`config.mk`:
```
export PLATFORM = sky130hd
export DESIGN_NAME = pulse_width_sweeper
export DESIGN_NICKNAME = d
export VERILOG_FILES = /design/src/rtl/pulse_width_sweeper.sv
export SDC_FILE = /design/constraint.sdc
export NUM_CORES = 1
export LEC_CHECK = 0
export BUFFER_PORTS_ARGS = -buffer_cell sky130_fd_sc_hd__buf_4
export CORE_ASPECT_RATIO = 0.5
export CORE_MARGIN = 1.5
export CORE_UTILIZATION = 40
export CTS_CLUSTER_SIZE = 12
export DETAILED_ROUTE_END_ITERATION = 16
export SYNTH_ARGS = -nofsm -noshare
export SYNTH_HDL_FRONTEND = slang
export SYNTH_SLANG_ARGS = --single-unit
```
`constraint.sdc`:
```
create_clock -name clk -period 7.61 [get_ports clk]
set_input_delay 1.1415 -clock clk [delete_from_list [all_inputs] [get_ports clk]]
set_output_delay 1.1415 -clock clk [all_outputs]
set_load 0.02 [all_outputs]
```
`src/rtl/pulse_width_sweeper.sv`:
```
// ----------------------------------------------------------------------------
// pulse_width_sweeper
//
// Sweeps a pulse-width value between a configurable minimum and maximum.
// The result drives the pulse_width input of a pulse tone generator. The
// sweep shape is a triangle (UP <-> DOWN). Optionally it can be a one-shot
// (UP -> HOLD at max). Steps are paced by a divider that counts sample_tick
// strobes. Configuration is double-buffered: cfg_load writes a shadow set.
// The shadow set becomes active at a safe point: the next step event, or at
// once while the sweep is idle or holding.
//
// Build option:
//   PULSE_WIDTH_SWEEPER_ONESHOT_EN  defined   -> mode selects triangle/one-shot
//                                   undefined -> triangle only, mode ignored
//
// Ports:
//   clk          in   single clock, rising edge
//   rst_n        in   asynchronous active-low reset
//   sample_tick  in   one-cycle sample-rate strobe
//   enable       in   run the sweep when high, idle when low
//   retrigger    in   one-cycle strobe, restart the sweep from min
//   mode         in   0 = triangle, 1 = one-shot
//   cfg_load     in   one-cycle strobe capturing cfg_* into the shadow set
//   cfg_min      in   [PULSEWIDTH_BITS] sweep lower bound
//   cfg_max      in   [PULSEWIDTH_BITS] sweep upper bound
//   cfg_step     in   [PULSEWIDTH_BITS] increment per step
//   cfg_rate     in   [RATE_BITS] extra sample_ticks between steps
//   pulse_width  out  [PULSEWIDTH_BITS] registered sweep value
//   sweep_up     out  1 while sweeping upward
//   step_strobe  out  one-cycle pulse per applied step
//   cfg_ack      out  one-cycle pulse when the shadow set becomes active
// ----------------------------------------------------------------------------
module pulse_width_sweeper #(
    parameter int PULSEWIDTH_BITS = 12,
    parameter int RATE_BITS       = 16
) (
    input  logic                       clk,
    input  logic                       rst_n,
    input  logic                       sample_tick,
    input  logic                       enable,
    input  logic                       retrigger,
    input  logic                       mode,
    input  logic                       cfg_load,
    input  logic [PULSEWIDTH_BITS-1:0] cfg_min,
    input  logic [PULSEWIDTH_BITS-1:0] cfg_max,
    input  logic [PULSEWIDTH_BITS-1:0] cfg_step,
    input  logic [RATE_BITS-1:0]       cfg_rate,
    output logic [PULSEWIDTH_BITS-1:0] pulse_width,
    output logic                       sweep_up,
    output logic                       step_strobe,
    output logic                       cfg_ack
);

    localparam int PW = PULSEWIDTH_BITS;
    localparam logic [RATE_BITS-1:0] RATE_ONE = RATE_BITS'(1);

    typedef enum logic [1:0] {
        ST_IDLE = 2'd0,
        ST_UP   = 2'd1,
        ST_DOWN = 2'd2,
        ST_HOLD = 2'd3
    } state_t;

    state_t                r_state;
    logic [PW-1:0]         r_pw;
    logic                  r_sweep_up;
    logic                  r_step_strobe;
    logic                  r_cfg_ack;
    logic [RATE_BITS-1:0]  r_div;
    logic                  r_pending;
    logic                  r_en_d;

    // Shadow (written by cfg_load) and active (used by the sweep) sets.
    logic [PW-1:0]         r_sh_min, r_sh_max, r_sh_step;
    logic [RATE_BITS-1:0]  r_sh_rate;
    logic [PW-1:0]         r_act_min, r_act_max, r_act_step;
    logic [RATE_BITS-1:0]  r_act_rate;

    logic                  w_oneshot;
    logic                  w_start;
    logic                  w_running;
    logic                  w_step_evt;
    logic                  w_copy;
    logic [PW-1:0]         w_min, w_max, w_step;
    logic [PW:0]           w_sum;
    logic [PW:0]           w_diff;
    logic                  w_up_sat;
    logic                  w_dn_sat;
    logic                  w_degenerate;

`ifdef PULSE_WIDTH_SWEEPER_ONESHOT_EN
    assign w_oneshot = mode;
`else
    // One-shot support is compiled out, so mode has no effect.
    assign w_oneshot = mode & 1'b0;
`endif

    // Control decode and saturating step arithmetic.
    always_comb begin
        w_start    = enable & (~r_en_d | retrigger);
        w_running  = (r_state == ST_UP) | (r_state == ST_DOWN);
        // A restart outranks a step landing in the same cycle.
        w_step_evt = enable & ~w_start & w_running & sample_tick &
                     (r_div == r_act_rate);
        w_copy     = r_pending & (w_start | w_step_evt |
                     (r_state == ST_IDLE) | (r_state == ST_HOLD));
        // Values in force for this cycle: a copy applies before it is used.
        w_min      = w_copy ? r_sh_min  : r_act_min;
        w_max      = w_copy ? r_sh_max  : r_act_max;
        w_step     = w_copy ? r_sh_step : r_act_step;
        // One extra bit so the sum cannot wrap and the difference shows a borrow.
        w_sum      = {1'b0, r_pw} + {1'b0, w_step};
        w_diff     = {1'b0, r_pw} - {1'b0, w_step};
        w_up_sat   = (w_sum >= {1'b0, w_max});
        w_dn_sat   = w_diff[PW] | (w_diff[PW-1:0] <= w_min);
        w_degenerate = (w_min >= w_max);
    end

    // Sweep state machine, divider, configuration buffering and outputs.
    always_ff @(posedge clk or negedge rst_n) begin
        if (!rst_n) begin
            r_state       <= ST_IDLE;
            r_pw          <= '0;
            r_sweep_up    <= 1'b0;
            r_step_strobe <= 1'b0;
            r_cfg_ack     <= 1'b0;
            r_div         <= '0;
            r_pending     <= 1'b0;
            r_en_d        <= 1'b0;
            r_sh_min      <= '0;
            r_sh_max      <= '0;
            r_sh_step     <= '0;
            r_sh_rate     <= '0;
            r_act_min     <= '0;
            r_act_max     <= '0;
            r_act_step    <= '0;
            r_act_rate    <= '0;
        end else begin
            r_en_d        <= enable;
            r_cfg_ack     <= w_copy;
            r_step_strobe <= 1'b0;

            // A load in the copy cycle wins: the new shadow stays pending.
            if (cfg_load) begin
                r_sh_min  <= cfg_min;
                r_sh_max  <= cfg_max;
                r_sh_step <= cfg_step;
                r_sh_rate <= cfg_rate;
                r_pending <= 1'b1;
            end else if (w_copy) begin
                r_pending <= 1'b0;
            end else begin
                r_pending <= r_pending;
            end

            if (w_copy) begin
                r_act_min  <= r_sh_min;
                r_act_max  <= r_sh_max;
                r_act_step <= r_sh_step;
                r_act_rate <= r_sh_rate;
            end else begin
                r_act_min  <= r_act_min;
                r_act_max  <= r_act_max;
                r_act_step <= r_act_step;
                r_act_rate <= r_act_rate;
            end

            if (!enable) begin
                r_state    <= ST_IDLE;
                r_div      <= '0;
                r_pw       <= w_min;
                r_sweep_up <= 1'b0;
            end else if (w_start) begin
                r_state    <= ST_UP;
                r_div      <= '0;
                r_pw       <= w_min;
                r_sweep_up <= 1'b1;
            end else begin
                case (r_state)
                    ST_IDLE: begin
                        r_state    <= ST_IDLE;
                        r_pw       <= w_min;
                        r_sweep_up <= 1'b0;
                    end
                    ST_UP, ST_DOWN: begin
                        if (sample_tick) begin
                            r_div <= w_step_evt ? '0 : (r_div + RATE_ONE);
                        end else begin
                            r_div <= r_div;
                        end

                        if (w_degenerate) begin
                            // Empty range: park at min, no strobe.
                            r_pw <= w_min;
                        end else if (w_step_evt) begin
                            r_step_strobe <= 1'b1;
                            if (w_step == '0) begin
                                r_pw <= r_pw;
                            end else if (r_state == ST_UP) begin
                                if (w_up_sat) begin
                                    r_pw       <= w_max;
                                    // mode is only looked at here, at the max boundary.
                                    r_state    <= w_oneshot ? ST_HOLD : ST_DOWN;
                                    r_sweep_up <= 1'b0;
                                end else begin
                                    r_pw <= w_sum[PW-1:0];
                                end
                            end else begin
                                if (w_dn_sat) begin
                                    r_pw       <= w_min;
                                    r_state    <= ST_UP;
                                    r_sweep_up <= 1'b1;
                                end else begin
                                    r_pw <= w_diff[PW-1:0];
                                end
                            end
                        end else begin
                            r_pw <= r_pw;
                        end
                    end
                    ST_HOLD: begin
                        r_state    <= ST_HOLD;
                        r_pw       <= w_max;
                        r_sweep_up <= 1'b0;
                    end
                    default: begin
                        r_state    <= ST_IDLE;
                        r_pw       <= w_min;
                        r_sweep_up <= 1'b0;
                        r_div      <= '0;
                    end
                endcase
            end
        end
    end

    assign pulse_width = r_pw;
    assign sweep_up    = r_sweep_up;
    assign step_strobe = r_step_strobe;
    assign cfg_ack     = r_cfg_ack;

endmodule

```
=== Word-level counts from Yosys, hierarchy flattened ===
Cells that the tools add are included.

* Add/sub/neg operators: 3
* Order comparisons: 3
* Eq/ne operators: 13
* Muxes and demuxes: 42
* Bitwise gates (word level): 14
* Reduce and logical (&&, ||, !) cells: 8

{| class="wikitable"
|+ Operators by type and width
! kind !! number
|-
| 12-bit 2-to-1 mux || 11
|-
| 16-bit 2-to-1 mux || 5
|-
| 12-bit one-hot mux with 3 select lines || 1
|-
| 5-bit inequality test (second input constant) || 4
|-
| 16-bit by 1-bit adder with 16-bit output (second input constant) || 1
|-
| 16-bit == test || 1
|-
| 2-bit 2-to-1 mux || 8
|-
| 1-bit 2-to-1 mux || 15
|-
| 12-bit by 12-bit adder with 13-bit output || 1
|-
| 13-bit by 12-bit greater-or-equal comparator with 1-bit output || 1
|-
| 12-bit by 12-bit subtractor with 13-bit output || 1
|-
| 12-bit greater-or-equal comparator || 1
|-
| 12-bit <= comparator || 1
|-
| 12-bit zero test || 1
|-
| 4-bit inequality test (second input constant) || 3
|-
| 1-bit AND || 6
|-
| 1-bit OR || 6
|-
| 2-bit one-hot mux with 3 select lines || 1
|-
| 5-bit AND reduction || 1
|-
| 2-bit == test (second input constant) || 2
|-
| 2-bit AND reduction || 2
|-
| 2-bit OR reduction || 2
|-
| 3-bit by 1-bit inequality test with 1-bit output (second input constant) || 1
|-
| 3-bit by 2-bit inequality test with 1-bit output (second input constant) || 1
|-
| 5 further kinds || 6
|}

* Register bits after elaboration: 139
* Input bits: 59
* Output and inout port bits: 15
* Word-level logic and storage cells: 99

=== Logic depth before layout (Yosys ltp) ===
Gate-level depths: netlist of the first run.

* Depth after elaboration: 24
* Depth in mapped cells: 29
* Mapped depth without buffers: 25

=== Worst setup path before layout of the first run ===
OpenSTA, ideal clock, no wires.

* Path type: input -> register
* From: input port retrigger
* To: register r_pw[8] (netlist: pulse_width[8])
* Setup time: 0.136 ns
* Arrival: 6.486 ns
* Required time: 7.474 ns
* Path slack: 0.988 ns
* Stages on the path: 27
* Path buffers: 4
* Cell sequence: nand4b_1 -> and4b_1 -> nand4_2 -> o31ai_4 -> buf_4 -> buf_4 -> buf_4 -> mux2_2 -> ha_1 -> inv_1 -> fa_1 -> nor2b_1 -> o2111ai_1 -> nand3_1 -> a31o_2 -> a21oi_1 -> xnor2_1 -> ha_1 -> a21oi_1 -> o22ai_1 -> a2111oi_0 -> o311a_1 -> buf_2 -> a21oi_1 -> a21o_1 -> a222oi_1 -> o211ai_1

* Longest elaborated chain between the ends: 23
* Elaborated cells on any way between the ends: 33
* Classes of those cells: 2 x add/sub; 3 x order compare; 2 x eq/ne; 12 x mux; 12 x bitwise; 2 x reduce/logical

{| class="wikitable"
|+ Ends and longest elaborated chain
! what !! line !! text
|-
| start: declaration || 41 || <nowiki>input logic retrigger,</nowiki>
|-
| 1-bit OR (*) || 100 || <nowiki>w_start = enable & (~r_en_d | retrigger);</nowiki>
|-
| 1-bit AND (*) || 100 ||
|-
| 1-bit NOT || 103 || <nowiki>w_step_evt = enable & ~w_start & w_running & sample_tick &</nowiki>
|-
| 1-bit AND (4 in series) || 103 ||
|-
| 1-bit OR (*) (2 in series) || 105 || <nowiki>w_copy = r_pending & (w_start | w_step_evt |</nowiki>
|-
| 1-bit OR (*) || 106 || <nowiki>(r_state == ST_IDLE) | (r_state == ST_HOLD));</nowiki>
|-
| 1-bit AND (*) || 105 ||
|-
| named net w_copy || 83 || <nowiki>logic w_copy;</nowiki>
|-
| [... 1 more ...] || - ||
|-
| named net w_step[0] || 84 || <nowiki>logic [PW-1:0] w_min, w_max, w_step;</nowiki>
|-
| [... 3 more ...] || - ||
|-
| 12-bit 2-to-1 mux || 209 || <nowiki>if (w_dn_sat) begin</nowiki>
|-
| 12-bit 2-to-1 mux || 199 || <nowiki>end else if (r_state == ST_UP) begin</nowiki>
|-
| 12-bit 2-to-1 mux || 197 || <nowiki>if (w_step == '0) begin</nowiki>
|-
| 12-bit 2-to-1 mux || 195 || <nowiki>end else if (w_step_evt) begin</nowiki>
|-
| 12-bit 2-to-1 mux || 192 || <nowiki>if (w_degenerate) begin</nowiki>
|-
| 12-bit one-hot mux with 3 select lines || 179 || <nowiki>case (r_state)</nowiki>
|-
| 12-bit 2-to-1 mux || 173 || <nowiki>end else if (w_start) begin</nowiki>
|-
| 12-bit 2-to-1 mux || 168 || <nowiki>if (!enable) begin</nowiki>
|-
| end signal: assignment || 171 || <nowiki>r_pw <= w_min;</nowiki>
|-
| end signal: assignment || 176 || <nowiki>r_pw <= w_min;</nowiki>
|-
| end signal: assignment || 194 || <nowiki>r_pw <= w_min;</nowiki>
|-
| end: declaration || 65 || <nowiki>logic [PW-1:0] r_pw;</nowiki>
|}

Mark *: on every way through the listed nets, which the timed path passes. The rest lies on a longest branch. The select of a mux whose other input is x is not followed.
A chain may end at the register's enable or synchronous reset.

=== Worst setup path in the final report of the first run ===
* From: input port retrigger
* To: register r_pw[8] (netlist: pulse_width[8])

* Longest elaborated chain between the ends: 23
* Elaborated cells on any way between the ends: 33
* Classes of those cells: 2 x add/sub; 3 x order compare; 2 x eq/ne; 12 x mux; 12 x bitwise; 2 x reduce/logical

{| class="wikitable"
|+ Ends and longest elaborated chain
! what !! line
|-
| 1-bit OR (*) || 100
|-
| 1-bit AND (*) || 100
|-
| 1-bit NOT || 103
|-
| 1-bit AND (4 in series) || 103
|-
| 1-bit OR (*) (2 in series) || 105
|-
| 1-bit OR (*) || 106
|-
| 1-bit AND (*) || 105
|-
| 12-bit 2-to-1 mux (*) || -
|-
| named net w_step[0] || 84
|-
| [... 3 more ...] || -
|-
| 12-bit 2-to-1 mux || 209
|-
| 12-bit 2-to-1 mux || 199
|-
| 12-bit 2-to-1 mux || 197
|-
| 12-bit 2-to-1 mux || 195
|-
| 12-bit 2-to-1 mux || 192
|-
| 12-bit one-hot mux with 3 select lines || 179
|-
| 12-bit 2-to-1 mux || 173
|-
| 12-bit 2-to-1 mux || 168
|}

Marks and branches as above.

==> results.ini, run 1 <==
[timing]
hold_ws_ps = 500
finalSetupTns_ps = 0
rsz0062_at_grt = no
skew_ps = 10.2
timing.fmax_mhz = 145
timing.final.crit_period_ps = 6900
maxSlewViolCount = 0
finalSetupViolations = 0
relSlewSlack_pct = 39.6
period_share_pct = 90.7
worst_slew_pin_slew_ps = 883
hold_viol = 0

[finish]
multiInputGateArea_mm2 = 0.00438
area_growth_pct = 17.7
register_area_mm2 = 0.00348
top_regs = r_act_rate: 16 flops, r_div: 16 flops, r_sh_rate: 16 flops
utilization_pct = 48.8
layout.nets = 979
drive_gt1_share_pct = 24.9
fill_cells = 1832

[worst_hold_path]
min_path_type = reg2reg
holdCritStartpoint = r_sh_min[5]
whs_endpoint = r_sh_min[5]
holdPathStages = 1

[clock_tree]
cts_resized = 0
ctsRootBufferMaster = clkbuf_16
ctsHoldBuffers = 0
numCtsBuffers = 17
cts_max_level = 4
clk_path_buf_depth = 2
clk_pin_slew_ps = 60
cts_setup_buffers = 0
clock_sinks = 139
clk_latency_ps = 420
cts_tree = built

[critical_path]
critPathMostFrequentCell = ha_1
ff2ff_path_depth = 23
slowest_delay_ps = 520
startpoint_type = input port
cp_max_fo = 11
crit_arrival_ps = 7180
crit_family = compound AO/OA/AOI/OAI gates
crit_slowest_cell = o31ai_4
required_ps = 7890
crit_chain = buf_4, nand4b_1, and4b_1, nand4_2, o31ai_4, mux2_2, ha_1, fa_1, or2_2, a221oi_1, nor4b_1, o31ai_1, a21oi_1, xor2_1, ha_1, nand2_1, o21ai_0, o31a_1, nand3_1, nor2_1, a222oi_1, o211ai_1
reg2reg_to = pulse_width[8]
end_kind = flip-flop
reg2reg_from = r_state[0]
crit_buf_inv = 1
critPathKind = in2reg
r2r_setup_slack_ps = 810

[synth]
synth_area_leaders = dfrtp_1 (42%), mux2_2 (12%), ha_1 (10%)
synth_area_mm2 = 0.00820
synth_top_area_share_pct = 42.4
avgSynthCellArea_um2 = 10.6
synth_fp_nets = 901
synth_seq_cells = 139
netlist_instances = 773
ys_types = 63
synth.cells.most_frequent = dfrtp_1 (139), mux2_2 (90), ha_1 (67)
seq_area_frac_synth_pct = 42.4
yosysTopAreaCell = dfrtp_1
ys_dominant_reg_cell = dfrtp_1
yosysMostFrequentCell = dfrtp_1
yosysWarnings = 0
synth_async_sr_flop_share_pct = 100
synth_edf_count = 0

[routing]
drc = 0
ant_nets = 0
routed_wl_mm = 21.1
wl_per_cell_um = 18.6
firstDrtPassIters = 5
drt-initial-drc-count = 350
vias_per_cell = 5.45
vias = 6164

[global_routing]
grt_pass1_wl_mm = 34.1
antenna_found_initial = 0
grt_pass1_vias = 6194
grt_usage_pct = 20.6
grt_max_degree = 88
overflow = 0

[floorplanning]
die_h_um = 104
dieArea_mm2 = 0.0214
ios = 74
rows = 36
core_area_mm2 = 0.0198
die_x_um = 206
initial_core_util_pct = 41.5

[place]
dp_hpwl_mm = 15.9
port-buffer-count = 72
gp_congestion = 0.929

[power]
powerDensity_mw_per_mm2 = 343
finalPower_uw = 3310
vdd_drop_max_mv = 0.167
p_leak_uw = 0.00437

[flow_run]
drv_cap = 0

[run_status]
status = finished, final reports clean

==> cell families (layout without fill, tap and decap cells) <==
kind of cell             count (synthesis)  after routing  synth area share [%]
multiplexers                           105            105                  14.2
buffers and inverters                   86            177                  4.15
XOR/XNOR                                45             45                  4.80
adder cells (fa/ha/maj)                 69             69                  10.7
AO/OA/AOI/OAI                          148            148                  12.5
flip-flops                             139            139                  42.4
AND/OR/NAND/NOR                        181            181                  11.3
other                                    0              1                     0
==> layout make-up <==
class | count | share of cell area, %
Antenna cell | 1 | 0.0259
Multi-Input combinational cell | 548 | 45.4
Clock inverter | 14 | 1.65
Inverter | 60 | 2.33
Tap cell | 266 | 3.45
Clock buffer | 18 | 4.45
Sequential cell | 139 | 36.0
Timing Repair Buffer | 85 | 6.65
==> where the power goes <==
| part | internal, uW | switching [uW] |
|---|---|---|
| logic | 628 | 909 |
| clock network | 490 | 354 |
| registers | 847 | 80.4 |
==> worst register-to-register path: stages (launching register included) <==
cell	delay [ps]
dfrtp_1	410
inv_1	100
ha_1	310
nand4b_1	200
and4b_1	320
nand4_2	190
o31ai_4	520
mux2_2	440
ha_1	230
fa_1	410
or2_2	310
a221oi_1	400
nor4b_1	190
o31ai_1	240
a21oi_1	110
xor2_1	320
ha_1	320
nand2_1	80
o21ai_0	130
o31a_1	370
nand3_1	320
nor2_1	180
a222oi_1	410
o211ai_1	160
==> per-stage QoR <==
stage	cell area, um^2	setup WS, ps	instances
final	9650	711	1131
after global routing	9650	424	1130
after CTS	9650	804	1130
after detailed placement	9060	426	1098
after global placement	9060	497	1098
after floorplan	8200	988	773
==> cell usage in the layout, fill, tap and decap left out, types with 3 or more instances in the layout <==
master,netlist,layout
inv_1,60,60
o211ai_1,15,15
mux2i_1,15,15
inv_6,0,5
dfrtp_1,139,139
or3_1,7,7
nand2_1,44,44
nor3_1,13,13
and2_1,3,3
o31ai_1,5,5
a2111oi_0,4,4
xnor2_1,18,18
nand4_1,16,16
and3_1,8,8
clkbuf_16,0,17
o2111ai_1,4,4
mux2_2,90,90
nor2b_1,4,4
ha_1,67,67
buf_4,4,84
a21oi_1,39,39
o21ai_0,21,21
a22oi_1,4,4
o221ai_1,3,3
a211oi_1,3,3
nor4_1,10,10
xor2_1,27,27
or2_2,3,3
nor2_1,33,33
a221oi_1,5,5
nand3_1,20,20
clkinvlp_4,0,4
o21bai_1,6,6
nand2b_1,9,9
a21o_1,11,11
==> metal layers <==
layer	wire, um	global-route usage [%]	up-vias
li1	-	-	2961
met1	10400	29.3	3044
met2	9410	32.0	146
met3	1160	4.54	13
met4	145	4.69	0
met5	0	0	-
==> worst max-delay path by stage <==
stage	from	endpoint	slack [ps]	cells past startpoint
4_1_cts	retrigger	pulse_width[8]	800	22
6_report	retrigger	pulse_width[8]	710	22
5_1_grt	retrigger	pulse_width[8]	420	23
3_3_place_gp	retrigger	pulse_width[8]	500	22
2_1_floorplan	retrigger	pulse_width[8]	990	27
3_5_place_dp	retrigger	pulse_width[8]	430	22
(Power assumes the default switching activity.)
==> run 2: changes to the inputs <==
CTS_BUF_LIST = sky130_fd_sc_hd__clkbuf_4 sky130_fd_sc_hd__clkbuf_8   (was unset)
REMOVE_ABC_BUFFERS = 1   (was unset)
clock period = 7.3 ns   (was 7.61 ns; I/O delays follow)
==> run 2 against run 1 <==
  * Via count up 1.7%
  * Die area unchanged
  * Setup slack worse by 84 ps
  * Clock power down 26%
  * Critical path type is now reg2reg
  * Largest cell class unchanged
  * Largest power group unchanged
==> results.ini, run 2 (synthesized netlist as in run 1, its figures left out) <==
[finish]
register_area_mm2 = 0.00348
layout.nets = 1000
area_growth_pct = 17.2
final_cell_mix = dfrtp_1 (139), buf_4 (105), mux2_2 (90), ha_1 (67), inv_1 (60)
multiInputGateArea_mm2 = 0.00438
antenna_cells = 0
final_common_cell = dfrtp_1
top_regs = r_act_rate: 16 flops, r_div: 16 flops, r_sh_rate: 16 flops
final_cells = 1151
fill_cells = 1846
drive_gt1_share_pct = 26.8

[clock_tree]
clk_pin_slew_ps = 80
cts_setup_buffers = 0
clock_sinks = 139
clk_path_buf_depth = 2
cts_resized = 0
numCtsBuffers = 17
cts_max_level = 4
clk_latency_ps = 480
ctsHoldBuffers = 0
cts_tree = built
ctsRootBufferMaster = clkbuf_8

[global_routing]
grt_pass1_wl_mm = 33.8
grt_max_degree = 77
antenna_found_initial = 0
grt_usage_pct = 20.7
overflow = 0
grt_pass1_vias = 6177

[critical_path]
end_kind = flip-flop
cp_max_fo = 10
critPathKind = reg2reg
crit_arrival_ps = 7010
required_ps = 7640
startpoint_type = flip-flop

[floorplanning]
die_h_um = 104
ios = 74
dieArea_mm2 = 0.0214
rows = 36
core_area_mm2 = 0.0198
die_x_um = 206
initial_core_util_pct = 41.5

[routing]
vias_per_cell = 5.45
drt-initial-drc-count = 421
ant_nets = 0
wl_per_cell_um = 18.0
firstDrtPassIters = 5
vias = 6268
drc = 0
routed_wl_mm = 20.8

[place]
dp_cells = 1119
port-buffer-count = 72
gp_congestion = 0.910
dp_hpwl_mm = 15.7

[power]
p_leak_uw = 0.00439
powerDensity_mw_per_mm2 = 340
vdd_drop_max_mv = 0.116

[timing]
period_share_pct = 91.4
finalSetupTns_ps = 0
worst_slew_pin_slew_ps = 962
skew_ps = 15.6
timing.fmax_mhz = 150
timing.final.crit_period_ps = 6670
maxSlewViolCount = 0
hold_viol = 0
finalSetupViolations = 0
relSlewSlack_pct = 35.8
rsz0062_at_grt = no

[run_status]
status = finished, final reports clean

[flow_run]
drv_cap = 0

[worst_hold_path]
min_path_type = reg2reg

[run 2: cell types whose count changed in the layout (fill, tap and decap cells not counted), sizes merged]
cell / delta
buf: +21
clkbuf: +3
clkinv: +3
clkinvlp: -1
diode: -1
inv: -5
[run 2: path summary, 6_finish.rpt]
kind,start,to,slack (ps),depth (start not counted)
max in group asynchronous,rst_n,r_sh_rate[5],5300,2
min in group asynchronous,rst_n,r_act_min[6],610,1
setup reg to reg,r_state[0],pulse_width[8],630,25
hold / removal,r_sh_rate[7],r_act_rate[7],510,1
hold reg to reg,r_sh_rate[7],r_act_rate[7],510,1
setup / recovery,r_state[0],pulse_width[8],630,25
[run 2: final cells by class]
| type | count | share of cell area, % |
|---|---|---|
| Sequential cell | 139 | 36.2 |
| Inverter | 60 | 2.34 |
| Timing Repair Buffer | 106 | 8.32 |
| Tap cell | 266 | 3.46 |
| Clock inverter | 11 | 1.25 |
| Multi-Input combinational cell | 548 | 45.6 |
| Clock buffer | 21 | 2.81 |
[run 2: power by group]
group	switching (uW)	internal, uW	leakage (uW)
Combinational	954	724	0.00253
Clock	306	322	0.000196
Sequential	82.1	882	0.00167
[run 2: stage by stage]
step / instance area [um^2] / setup WS, ps / power, uW / utilization [%] / hold WS [ps]
final: 9610 / 628 / 3270 / 48.6 / 509
after global routing: 9610 / 270 / 3520 / 48.6 / 525
after CTS: 9610 / 591 / 3280 / 48.6 / 514
after detailed placement: 9220 / 218 / 2630 / 46.6 / 491
after global placement: 9220 / 266 / 2610 / 46.6 / 488
after floorplan: 8090 / 12.3 / 2040 / - / 475
[run 2: critical path, cell delays in order, from the launching register on]
cell and delay, ps:
dfrtp_1 420, inv_1 100, ha_1 320, nand4b_1 120
and4b_1 270, nand4_2 190, o31ai_4 490, mux2_2 450
ha_1 300, a21oi_1 260, o2111ai_1 210, o21ai_0 350
nand3b_1 170, a21o_1 230, a21oi_1 170, xor2_1 170
ha_1 260, inv_1 60, o22ai_1 90, a2111oi_0 490
buf_4 190, o311a_1 250, a21oi_1 110, a21o_1 340
a222oi_1 370, o211ai_1 160
[run 2: layer usage]
metal / up-vias / routed length, um / track usage (%)
met5: - / 0 / 0
met4: 0 / 225 / 5.74
met3: 15 / 1050 / 4.67
met2: 176 / 9200 / 30.9
met1: 3077 / 10300 / 30.0
li1: 3000 / - / -
